$ cat src/rtl/simplez_core.sv
// -----------------------------------------------------------------------------
// simplez_core
//   Parametrised Simplez CPU: sequencer plus datapath that runs all eight
//   Simplez instructions (ST, LD, ADD, BR, BZ, CLR, DEC, HALT) against an
//   external synchronous memory. All state changes on the falling clock edge
//   so the core lines up with the memory block.
//
//   Instruction word (DW = AW+3 bits): CO = [DW-1:DW-3], CD = [AW-1:0].
//   Sequencer states: F0 (fetch address) -> F1 (latch RI) -> D (execute)
//   -> O (operand return for LD/ADD) or back to F0; HALT parks in H.
//
// Ports
//   clk         system clock, active edge is negedge
//   rst         synchronous active-high reset (same edge)
//   resume      in H, a high level at the edge restarts execution at PC
//   mem_addr    memory address (combinational from state)
//   mem_re      memory read enable; data returns the following cycle
//   mem_rdata   registered memory read data
//   mem_we      memory write enable; write commits on the edge
//   mem_wdata   write data, always AC
//   acc         accumulator AC
//   pc          program counter
//   halted      high while in H
//   instr_done  one-cycle pulse in the final cycle of each instruction
//
// Handshake with memory: a request (mem_re or mem_we high) is taken on the
// active edge it is presented on; there is no stall, read data is valid for
// exactly the next cycle.
// -----------------------------------------------------------------------------
module simplez_core #(
    parameter int AW       = 9,
    parameter int RESET_PC = 0
) (
    input  logic          clk,
    input  logic          rst,
    input  logic          resume,
    output logic [AW-1:0] mem_addr,
    output logic          mem_re,
    input  logic [AW+2:0] mem_rdata,
    output logic          mem_we,
    output logic [AW+2:0] mem_wdata,
    output logic [AW+2:0] acc,
    output logic [AW-1:0] pc,
    output logic          halted,
    output logic          instr_done
);

    localparam int DW = AW + 3;
    localparam logic [AW-1:0] RESET_PC_V = AW'(RESET_PC);

    localparam logic [2:0] OP_ST   = 3'd0;
    localparam logic [2:0] OP_LD   = 3'd1;
    localparam logic [2:0] OP_ADD  = 3'd2;
    localparam logic [2:0] OP_BR   = 3'd3;
    localparam logic [2:0] OP_BZ   = 3'd4;
    localparam logic [2:0] OP_CLR  = 3'd5;
    localparam logic [2:0] OP_DEC  = 3'd6;
    localparam logic [2:0] OP_HALT = 3'd7;

    typedef enum logic [2:0] {
        S_F0 = 3'd0,
        S_F1 = 3'd1,
        S_D  = 3'd2,
        S_O  = 3'd3,
        S_H  = 3'd4
    } state_t;

    state_t        state_q, state_d;
    logic [AW-1:0] pc_q, pc_d;
    logic [DW-1:0] ac_q, ac_d;
    logic [DW-1:0] ri_q, ri_d;

    logic [2:0]    co;
    logic [AW-1:0] cd;
    logic          re_raw;
    logic          we_raw;

    assign co = ri_q[DW-1:DW-3];
    assign cd = ri_q[AW-1:0];

    always_comb begin
        state_d    = state_q;
        pc_d       = pc_q;
        ac_d       = ac_q;
        ri_d       = ri_q;
        mem_addr   = pc_q;
        re_raw     = 1'b0;
        we_raw     = 1'b0;
        instr_done = 1'b0;

        case (state_q)
            S_F0: begin
                re_raw  = 1'b1;
                pc_d    = pc_q + AW'(1);
                state_d = S_F1;
            end
            S_F1: begin
                ri_d    = mem_rdata;
                state_d = S_D;
            end
            S_D: begin
                state_d    = S_F0;
                instr_done = 1'b1;
                case (co)
                    OP_ST: begin
                        mem_addr = cd;
                        we_raw   = 1'b1;
                    end
                    OP_LD, OP_ADD: begin
                        // Operand read issued here; the instruction retires in O.
                        mem_addr   = cd;
                        re_raw     = 1'b1;
                        state_d    = S_O;
                        instr_done = 1'b0;
                    end
                    OP_BR:   pc_d = cd;
                    OP_BZ:   if (ac_q == '0) pc_d = cd;
                    OP_CLR:  ac_d = '0;
                    OP_DEC:  ac_d = ac_q - DW'(1);
                    OP_HALT: state_d = S_H;
                    default: state_d = S_F0;
                endcase
            end
            S_O: begin
                instr_done = 1'b1;
                state_d    = S_F0;
                if (co == OP_LD) ac_d = mem_rdata;
                else             ac_d = ac_q + mem_rdata;
            end
            S_H: begin
                if (resume) state_d = S_F0;
            end
            default: state_d = S_F0;
        endcase
    end

    // Reset masks the strobes combinationally so a reset landing in D of an
    // ST cannot commit a write on that same edge.
    assign mem_re    = re_raw & ~rst;
    assign mem_we    = we_raw & ~rst;
    assign mem_wdata = ac_q;
    assign acc       = ac_q;
    assign pc        = pc_q;
    assign halted    = (state_q == S_H);

    always_ff @(negedge clk) begin
        if (rst) begin
            state_q <= S_F0;
            pc_q    <= RESET_PC_V;
            ac_q    <= '0;
            ri_q    <= '0;
        end else begin
            state_q <= state_d;
            pc_q    <= pc_d;
            ac_q    <= ac_d;
            ri_q    <= ri_d;
        end
    end

endmodule

$ cat config.mk
export PLATFORM = sky130hd
export DESIGN_NAME = simplez_core
export DESIGN_NICKNAME = d
export VERILOG_FILES = /design/src/rtl/simplez_core.sv
export SDC_FILE = /design/constraint.sdc
export NUM_CORES = 1
export LEC_CHECK = 0
export ABC_AREA = 0
export ABC_CLOCK_PERIOD_IN_PS = 3880
export CORE_MARGIN = 2
export CORE_UTILIZATION = 30
export CTS_CLUSTER_SIZE = 24
export DETAILED_ROUTE_END_ITERATION = 12
export DONT_BUFFER_PORTS = 1
export MAX_ROUTING_LAYER = met4
export PLACE_DENSITY = 0.43
export SKIP_LAST_GASP = 1
export SYNTH_ARGS = -nofsm -noshare
export SYNTH_HDL_FRONTEND = slang
export SYNTH_SLANG_ARGS = --single-unit
$ cat constraint.sdc
create_clock -name clk -period 3.88 [get_ports clk]
set_clock_uncertainty 0.1 [all_clocks]
set_input_delay 1.164 -clock clk [delete_from_list [all_inputs] [get_ports clk]]
set_output_delay 1.164 -clock clk [all_outputs]
set_load 0.01 [all_outputs]
==> summary.md, run 1 <==
| Metric | Value |
|---|---|
| Number of max-capacitance violations reported | 0 |
| Final setup viols | 57 |
| Synth Flop Type | dfxtp_1 |
| Routability congestion estimate from global placement | 0.940 |
| M1 wire length | 4.55 mm |
| Maximum fanout count along the critical path | 3 |
| Post-synthesis net count | 400 |
| Number of distinct library cell variants in the gate-level netlist after synthesis | 65 |
| Area share of the largest cell type after synthesis | 0.251 |
| DRC violation count after routing | 0 |
| Routed WL per cell | 17.8 um |
| First-pass iteration count of the detailed router | 5 |
| Non-filler cells in the finished layout | 591 |
| Total number of clock tree sinks | 36 |
| Cells traversed along the worst timing path | nor2_4, nand2_2, nor2_4, nand2_4, or2_4, a211oi_4 |
| Cell occurring most often along the worst timing path | nor2_4 |
| Clock tree from TritonCTS | done |
| Hold Crit Class | flop to flop |
| Leading post-synthesis cells by cell area | dfxtp_1, nor2_1, ha_1 |
| Headroom to the max-slew limit | 0.329 |
| Number of buffers on the longest clock path | 2 |
| WHS Endpoint | state_q[1]$_SDFFE_NP0P_ |
| Synth Register Bits | 36 |
| Outcome | finished, violations left |
| Die footprint | just over 0.01 mm2 |
| Number of cells on the worst hold path | 2 |
| Global-route wire length before repair | around 16 mm |
| Critical register-to-register path endpoint | acc[9]$_SDFFE_NP0P_ |
| Data required, critical path | around 2.6 ns |
| Netlist area before placement | 0.00287 mm2 |
| Clock-pin transition on the worst setup and hold timing paths | 0.05 ns |
| Floorplan core area | 0.00928 mm2 |
| Static leakage power | 1.71 nW |
| Vias/cell | 5.30 |
| Worst voltage drop across the vdd grid | 0.000177 V |
| Crit path max-delay cell type | dfxtp_2 |
| Cell count after placement | 540 |
| Detailed-route wire length | 10.5 mm |
| Count of cells along the worst register-to-register path | 7 |
| Number of buffers added on ports | 0 |
| Remaining antenna violation count after routing | 0 |
| Layout overhead on the synthesized area | 43.4% |
| # diodes | 0 |
| Via count of the first global-routing pass | ~3000 |
| Total negative slack | -17.35 ns |
| Global-route total usage across every layer | 0.215 |
| Total power draw | ~1.2 mW |
| Crit path setup slack, layout | -0.855 ns |
| Reg2reg setup slack | approximately 1.1 ns |
| Max-slew violation total from the final report | 0 |
| Die X-Extent | about 100 um |
| Total length of routed met2 wires | 4.95 mm |
| P_sw | 0.434 mW |
| Clk_lat worst skew | 0.37 ns |
| Largest area contributor in the synthesized netlist | dfxtp_1 |
| Clock root buffer | clkbuf_8 |
| Startpoint-to-endpoint class of the critical path | flop to output port |
| Uppermost layer routed | met4 |
| Post-synthesis sequential area ratio | 0.251 |
| Crit path launch type | flop |
| Kind of end point of the critical path | output port |
| Switching power as a share of total power | 0.362 |
| Initial Utilization | 0.309 |
| Number of nets at the end of the flow | around 490 |
| Async SR Flop Fraction | 0 |
| Proportion of layout cells with a drive suffix above 1 | 0.374 |
| Initial antenna violation count | 0 |
| Critical path buffer and inverter count | 0 |
| Hold_buf cts | 0 |
| Power per unit of standard cell area | 291 mW/mm2 |
| HPWL after DPL | 7.75 mm |
| Data arrival, critical path | 3.47 ns |
| Hold wc startpoint | state_q[2]$_SDFFE_NP0P_ |
| Synthesized instance count | 370 |
| Setup repair after global routing missed its margin | yes |
| IO Pins | 61 |
| Biggest cell delay along the critical path | 0.32 ns |
| Sequential share of power | 0.338 |
| Actual slew at the worst max-slew pin | 0.998 ns |
| Clock Power Share | 0.417 |
| Worst hold slack | approximately 0.45 ns |
| Number of synthesized flops with an enable pin | 0 |
| Via count | 3132 |
| Number of synthesis warnings | 0 |
| Internal power consumption | 0.766 mW |
| Pin count of the biggest net entering global routing | 47 |
| Rows | 35 |
| Synth Area per Inst | 7.76 um2 |
| Number of DRC violations after detailed-routing iteration 0 | around 190 |
| Dominant delay contributor by cell family on the critical path | simple AND/OR/NAND/NOR gates |
| Violated checks | setup timing |
| Max H-tree Level | 2 |
| R2R Path Start | state_q[2]$_SDFFE_NP0P_ |
| Height of the die | between 100 and 150 um |
| Power share of the combinational group | 0.245 |
| Wire length on met3 | 892 um |
| Overflow left after global routing | 0 |
| Inserted Clock Buffers | 5 |
| Count of final hold-check violations | 0 |
## per-stage QoR
step,util,setup WS (ns),cell area [um2]
global placement,0.392,-0.952,3640
floorplan,-,-0.897,3180
global route,0.444,-0.944,4120
finish,0.444,-0.855,4120
CTS,0.438,-0.885,4060
detailed placement,0.392,-1.00,3640
## worst register-to-register path: cells and delay by family, from the launching register on
kind | cells | cell delay (ns)
simple gates | 3 | 1.63
compound gates | 3 | 0.47
flops | 1 | 0.34
buf+inv | 1 | 0.14
## per-layer routing
metal	up-vias	global-route usage
met5	-	-
met4	0	0.0862
met3	15	0.0793
met2	119	0.326
met1	1483	0.258
li1	1515	-
## power groups by stage
| stage | Clock (mW) | Sequential (mW) | Combinational [mW] |
|---|---|---|---|
| finish | 0.500 | 0.406 | 0.293 |
| CTS | 0.529 | 0.406 | 0.291 |
| detailed placement | 0.0583 | 0.415 | 0.275 |
| floorplan | 0.0583 | 0.420 | 0.191 |
| global placement | 0.0583 | 0.414 | 0.276 |
| global route | 0.570 | 0.408 | 0.319 |
## cell type report
cell class,instances,area [um2]
fillers,988,5160
multi-input cells,288,2220
flip-flops and latches,36,781
repair buffers,81,668
clock inverters,39,175
well taps,129,161
clock buffers,5,68.8
inverters,13,48.8
## synthesized netlist by cell type, drive strengths merged (3+ instances only)
| master | number |
|---|---|
| a211oi | 6 |
| a21o | 3 |
| a21oi | 33 |
| a22oi | 4 |
| and2 | 3 |
| buf | 18 |
| clkbuf | 14 |
| dfxtp | 36 |
| ha | 14 |
| inv | 14 |
| mux2 | 9 |
| mux2i | 14 |
| nand2 | 24 |
| nand2b | 7 |
| nand3 | 10 |
| nor2 | 50 |
| nor2b | 6 |
| nor3 | 13 |
| nor3b | 3 |
| nor4 | 4 |
| o211ai | 4 |
| o21a | 3 |
| o21ai | 20 |
| o21bai | 3 |
| o31ai | 4 |
| o32ai | 4 |
| or2 | 5 |
| xnor2 | 3 |
| xor2 | 3 |
## sequential cells by signal, summed over array words and instances (netlist names)
signal	cells
acc	12
pc	9
ri_q	12
state_q	3
## how the worst max path moves through the flow
stage | depth (start not counted) | slack, ns | endpoint | from
CTS | 6 | -0.88 | mem_re | state_q[2]$_SDFFE_NP0P_
global route | 6 | -0.94 | mem_re | state_q[2]$_SDFFE_NP0P_
global placement | 7 | -0.95 | acc[11]$_SDFFE_NP0P_ | mem_rdata[6]
finish | 6 | -0.85 | mem_re | state_q[2]$_SDFFE_NP0P_
detailed placement | 7 | -1.00 | acc[11]$_SDFFE_NP0P_ | mem_rdata[6]
floorplan | 8 | -0.90 | acc[11]$_SDFFE_NP0P_ | mem_rdata[7]
## cells in the final DEF, fill, tap and decap left out, types with 6 or more instances in the layout
cell type and count:
buf_4 65, inv_1 49, nor2_1 47, a21oi_1 27, nand2_1 19, buf_6 16, mux2i_1 14, nor3_1 12
o21ai_0 12, dfxtp_4 12, dfxtp_2 12, dfxtp_1 12, ha_4 9, nand3_1 8, nand2b_1 7, mux2_2 7
a21oi_2 6
## timing repair
action	4_1_cts	5_1_grt
resized for setup	56	7
pin swaps	21	13
gates cloned	0	0
endpoints found under the setup margin	57	57
setup buffers	5	4
hold endpoints to repair	0	0
## logic make-up (layout without fill, tap and decap cells)
| family | count (synthesis) | count (layout) | share of synthesized area |
|---|---|---|---|
| AO/OA/AOI/OAI | 108 | 108 | 0.258 |
| multiplexers | 23 | 23 | 0.0841 |
| flip-flops | 36 | 36 | 0.251 |
| adder cells (fa/ha/maj) | 15 | 15 | 0.0679 |
| XOR/XNOR | 6 | 6 | 0.0183 |
| AND/OR/NAND/NOR | 136 | 136 | 0.236 |
| buffers and inverters | 46 | 138 | 0.0845 |
Power figures use the tool's default switching activity.
==> run 2, diff against run 1 <==
--- a/config.mk
+++ b/config.mk
@@ -7,6 +7,7 @@
 export LEC_CHECK = 0
 export ABC_AREA = 0
 export ABC_CLOCK_PERIOD_IN_PS = 3880
+export CAP_MARGIN = 20
 export CORE_MARGIN = 2
 export CORE_UTILIZATION = 30
 export CTS_CLUSTER_SIZE = 24
==> results of run 2 <==
Final layout, timing and power as in run 1 (identical DEF).
==> run 3, diff against run 2 <==
==> constraint.sdc (replaced) <==
create_clock -name clk -period 3.88 [get_ports clk]
set_clock_uncertainty 0.1 [all_clocks]
set_input_delay 0.776 -clock clk [delete_from_list [all_inputs] [get_ports clk]]
set_output_delay 0.776 -clock clk [all_outputs]
set_load 0.01 [all_outputs]
==> summary.md, run 3 (synthesis results as in run 1) <==
| Metric | Value |
|---|---|
| Setup repair after global routing missed its margin | yes (unchanged) |
| Seq. cell area | 724 um2 (was 781 um2) |
| Area occupied by multi-input gates | 0.00220 mm2 (was 0.00222 mm2) |
| Crit path setup slack, layout | -0.502 ns (was -0.855 ns) |
| Proportion of layout cells with a drive suffix above 1 | 0.295 (was 0.374) |
| Clock tree from TritonCTS | done (unchanged) |
| Static leakage power | 1.55 nW (was 1.71 nW) |
| Kind of end point of the critical path | output port (unchanged) |
| # diodes | 0 (unchanged) |
| Vias/cell | 5.34 (was 5.30) |
| Power share of the combinational group | 0.240 (was 0.245) |
| Max H-tree Level | 2 (unchanged) |
| Initial antenna violation count | 0 (unchanged) |
| Layout overhead on the synthesized area | 32.9% (was 43.4%) |
| Count of final hold-check violations | 0 (unchanged) |
| Number of nets at the end of the flow | 470 (was 491) |
| Clk_lat worst skew | 0.36 ns (was 0.37 ns) |
| Number of max-capacitance violations reported | 0 (unchanged) |
| R2R Path Start | acc[4]$_SDFFE_NP0P_ (was state_q[2]$_SDFFE_NP0P_) |
| Total power draw | 1.11 mW (was 1.20 mW) |
| Overflow left after global routing | 0 (unchanged) |
| Number of cells on the worst hold path | 2 (unchanged) |
| Actual slew at the worst max-slew pin | 0.784 ns (was 0.998 ns) |
| Die footprint | 0.0104 mm2 (unchanged) |
| Data arrival, critical path | 3.51 ns (was 3.47 ns) |
| Routed WL per cell | 18.1 um (was 17.8 um) |
| Inserted Clock Buffers | 5 (unchanged) |
| Crit path launch type | flop (unchanged) |
| Total negative slack | -6.36 ns (was -17.35 ns) |
| Floorplan core area | 0.00928 mm2 (unchanged) |
| Count of cells along the worst register-to-register path | 7 (unchanged) |
| Final setup viols | 20 (was 57) |
| Clock Power Share | 0.385 (was 0.417) |
| Global-route total usage across every layer | 0.208 (was 0.215) |
| Outcome | finished, violations left (unchanged) |
| Remaining antenna violation count after routing | 0 (unchanged) |
| Most frequent cells in the layout | buf_4, inv_1, nor2_1 (unchanged) |
| Startpoint-to-endpoint class of the critical path | flop to output port (unchanged) |
| Headroom to the max-slew limit | 0.477 (was 0.329) |
| Critical register-to-register path endpoint | pc[1]$_SDFFE_NP0P_ (was acc[9]$_SDFFE_NP0P_) |
| Maximum fanout count along the critical path | 3 (unchanged) |
| Sequential share of power | 0.375 (was 0.338) |
| Detailed-route wire length | 10.3 mm (was 10.5 mm) |
| WHS Endpoint | ri_q[7]$_SDFFE_NP0P_ (was state_q[1]$_SDFFE_NP0P_) |
| Fillers | 1011 (was 988) |
| Switching power as a share of total power | 0.381 (was 0.362) |
| Worst voltage drop across the vdd grid | 0.000182 V (was 0.000177 V) |
| Power per unit of standard cell area | 292 mW/mm2 (was 291 mW/mm2) |
| Data required, critical path | 3.00 ns (was 2.62 ns) |
| Routability congestion estimate from global placement | 0.892 (was 0.940) |
| DRC violation count after routing | 0 (unchanged) |
| Max-slew violation total from the final report | 0 (unchanged) |
| Internal power consumption | 0.690 mW (was 0.766 mW) |
| Rows | 35 (unchanged) |
| Pin count of the biggest net entering global routing | 47 (unchanged) |
| Die X-Extent | 102 um (unchanged) |
| Hold wc startpoint | ri_q[7]$_SDFFE_NP0P_ (was state_q[2]$_SDFFE_NP0P_) |
| IO Pins | 61 (unchanged) |
| Height of the die | 102 um (unchanged) |
| Final core occ | 0.411 (was 0.444) |
| Reg2reg setup slack | 1.28 ns (was 1.13 ns) |
| Number of buffers on the longest clock path | 2 (unchanged) |
| Clock-pin transition on the worst setup and hold timing paths | 0.03 ns (was 0.05 ns) |
| First-pass iteration count of the detailed router | 4 (was 5) |
| Most common cell after layout, fill and taps aside | buf_4 (unchanged) |
| Initial Utilization | 0.309 (unchanged) |
| Total number of clock tree sinks | 36 (unchanged) |
| Via count | 3044 (was 3132) |
| Via count of the first global-routing pass | 2984 (was 3078) |
| HPWL after DPL | 7.56 mm (was 7.75 mm) |
| P_sw | 0.424 mW (was 0.434 mW) |
| Number of buffers added on ports | 0 (unchanged) |
| Pre-CTS setup slack | -0.636 ns (was -1.00 ns) |
| Violated checks | setup timing (unchanged) |
| Clock root buffer | clkbuf_8 (unchanged) |
| Number of DRC violations after detailed-routing iteration 0 | 181 (was 189) |
| Hold Crit Class | flop to flop (unchanged) |
| Global-route wire length before repair | 16.0 mm (was 16.5 mm) |
==> run 3: cell types whose count changed in the layout (fill, tap and decap cells not counted), sizes merged <==
| cell | delta |
|---|---|
| buf | -21 |
| bufinv | -1 |
| clkinvlp | +2 |
| inv | -1 |
==> run 3: timing repair <==
action                     CTS  global route
hold buffers                 0             0
setup buffers                4             5
setup endpoints to repair   20            24
pin swaps                   14             7
gates resized for setup     13             8
==> run 3: worst max-delay path, cell delays in order, from the launching register on <==
cell and delay, ns:
dfxtp_2 0.32, nor2_4 0.12, nand2_2 0.07, nor2_2 0.10
nand2_2 0.08, or2_4 0.25, a211oi_4 0.27
==> run 3: power by group through the flow <==
stage / clock network (mW) / logic, mW / registers [mW]
after detailed placement: 0.0583 / 0.246 / 0.423
after global placement: 0.0583 / 0.246 / 0.423
after CTS: 0.459 / 0.258 / 0.418
final: 0.429 / 0.267 / 0.418
after global routing: 0.500 / 0.293 / 0.420
after floorplan: 0.0583 / 0.182 / 0.419
==> run 3: per-stage QoR <==
step / cell area, um2 / std cells / hold WS [ns]
4_1_cts: 3750 / 565 / 0.441
3_5_place_dp: 3430 / 518 / 0.436
5_1_grt: 3820 / 570 / 0.454
2_1_floorplan: 3110 / 370 / 0.363
3_3_place_gp: 3430 / 518 / 0.429
6_report: 3820 / 570 / 0.434
==> run 3: final cells by class <==
cell class,count,share of cell area
clock buffer,5,0.0180
clock inverter,39,0.0397
inverter,13,0.0128
multi-input combinational,288,0.576
sequential,36,0.190
tap,129,0.0423
timing repair buffer,60,0.122
==> run 3: how the worst max path moves through the flow <==
stage | startpoint | endpoint | slack [ns] | cells after the start
after floorplan | mem_rdata[7] | acc[11]$_SDFFE_NP0P_ | -0.51 | 8
after global placement | mem_rdata[9] | acc[11]$_SDFFE_NP0P_ | -0.62 | 7
after detailed placement | mem_rdata[9] | acc[11]$_SDFFE_NP0P_ | -0.64 | 7
after CTS | state_q[2]$_SDFFE_NP0P_ | mem_re | -0.52 | 6
after global routing | state_q[2]$_SDFFE_NP0P_ | mem_re | -0.59 | 6
final | state_q[2]$_SDFFE_NP0P_ | mem_re | -0.50 | 6
==> run 3: metal layers <==
| metal | vias up | part of all wire | global-route usage |
|---|---|---|---|
| met5 | - | 0 | - |
| met2 | 106 | 0.47 | 0.322 |
| li1 | 1481 | - | - |
| met1 | 1438 | 0.43 | 0.251 |
| met3 | 19 | 0.079 | 0.0739 |
| met4 | 0 | 0.015 | 0.0718 |
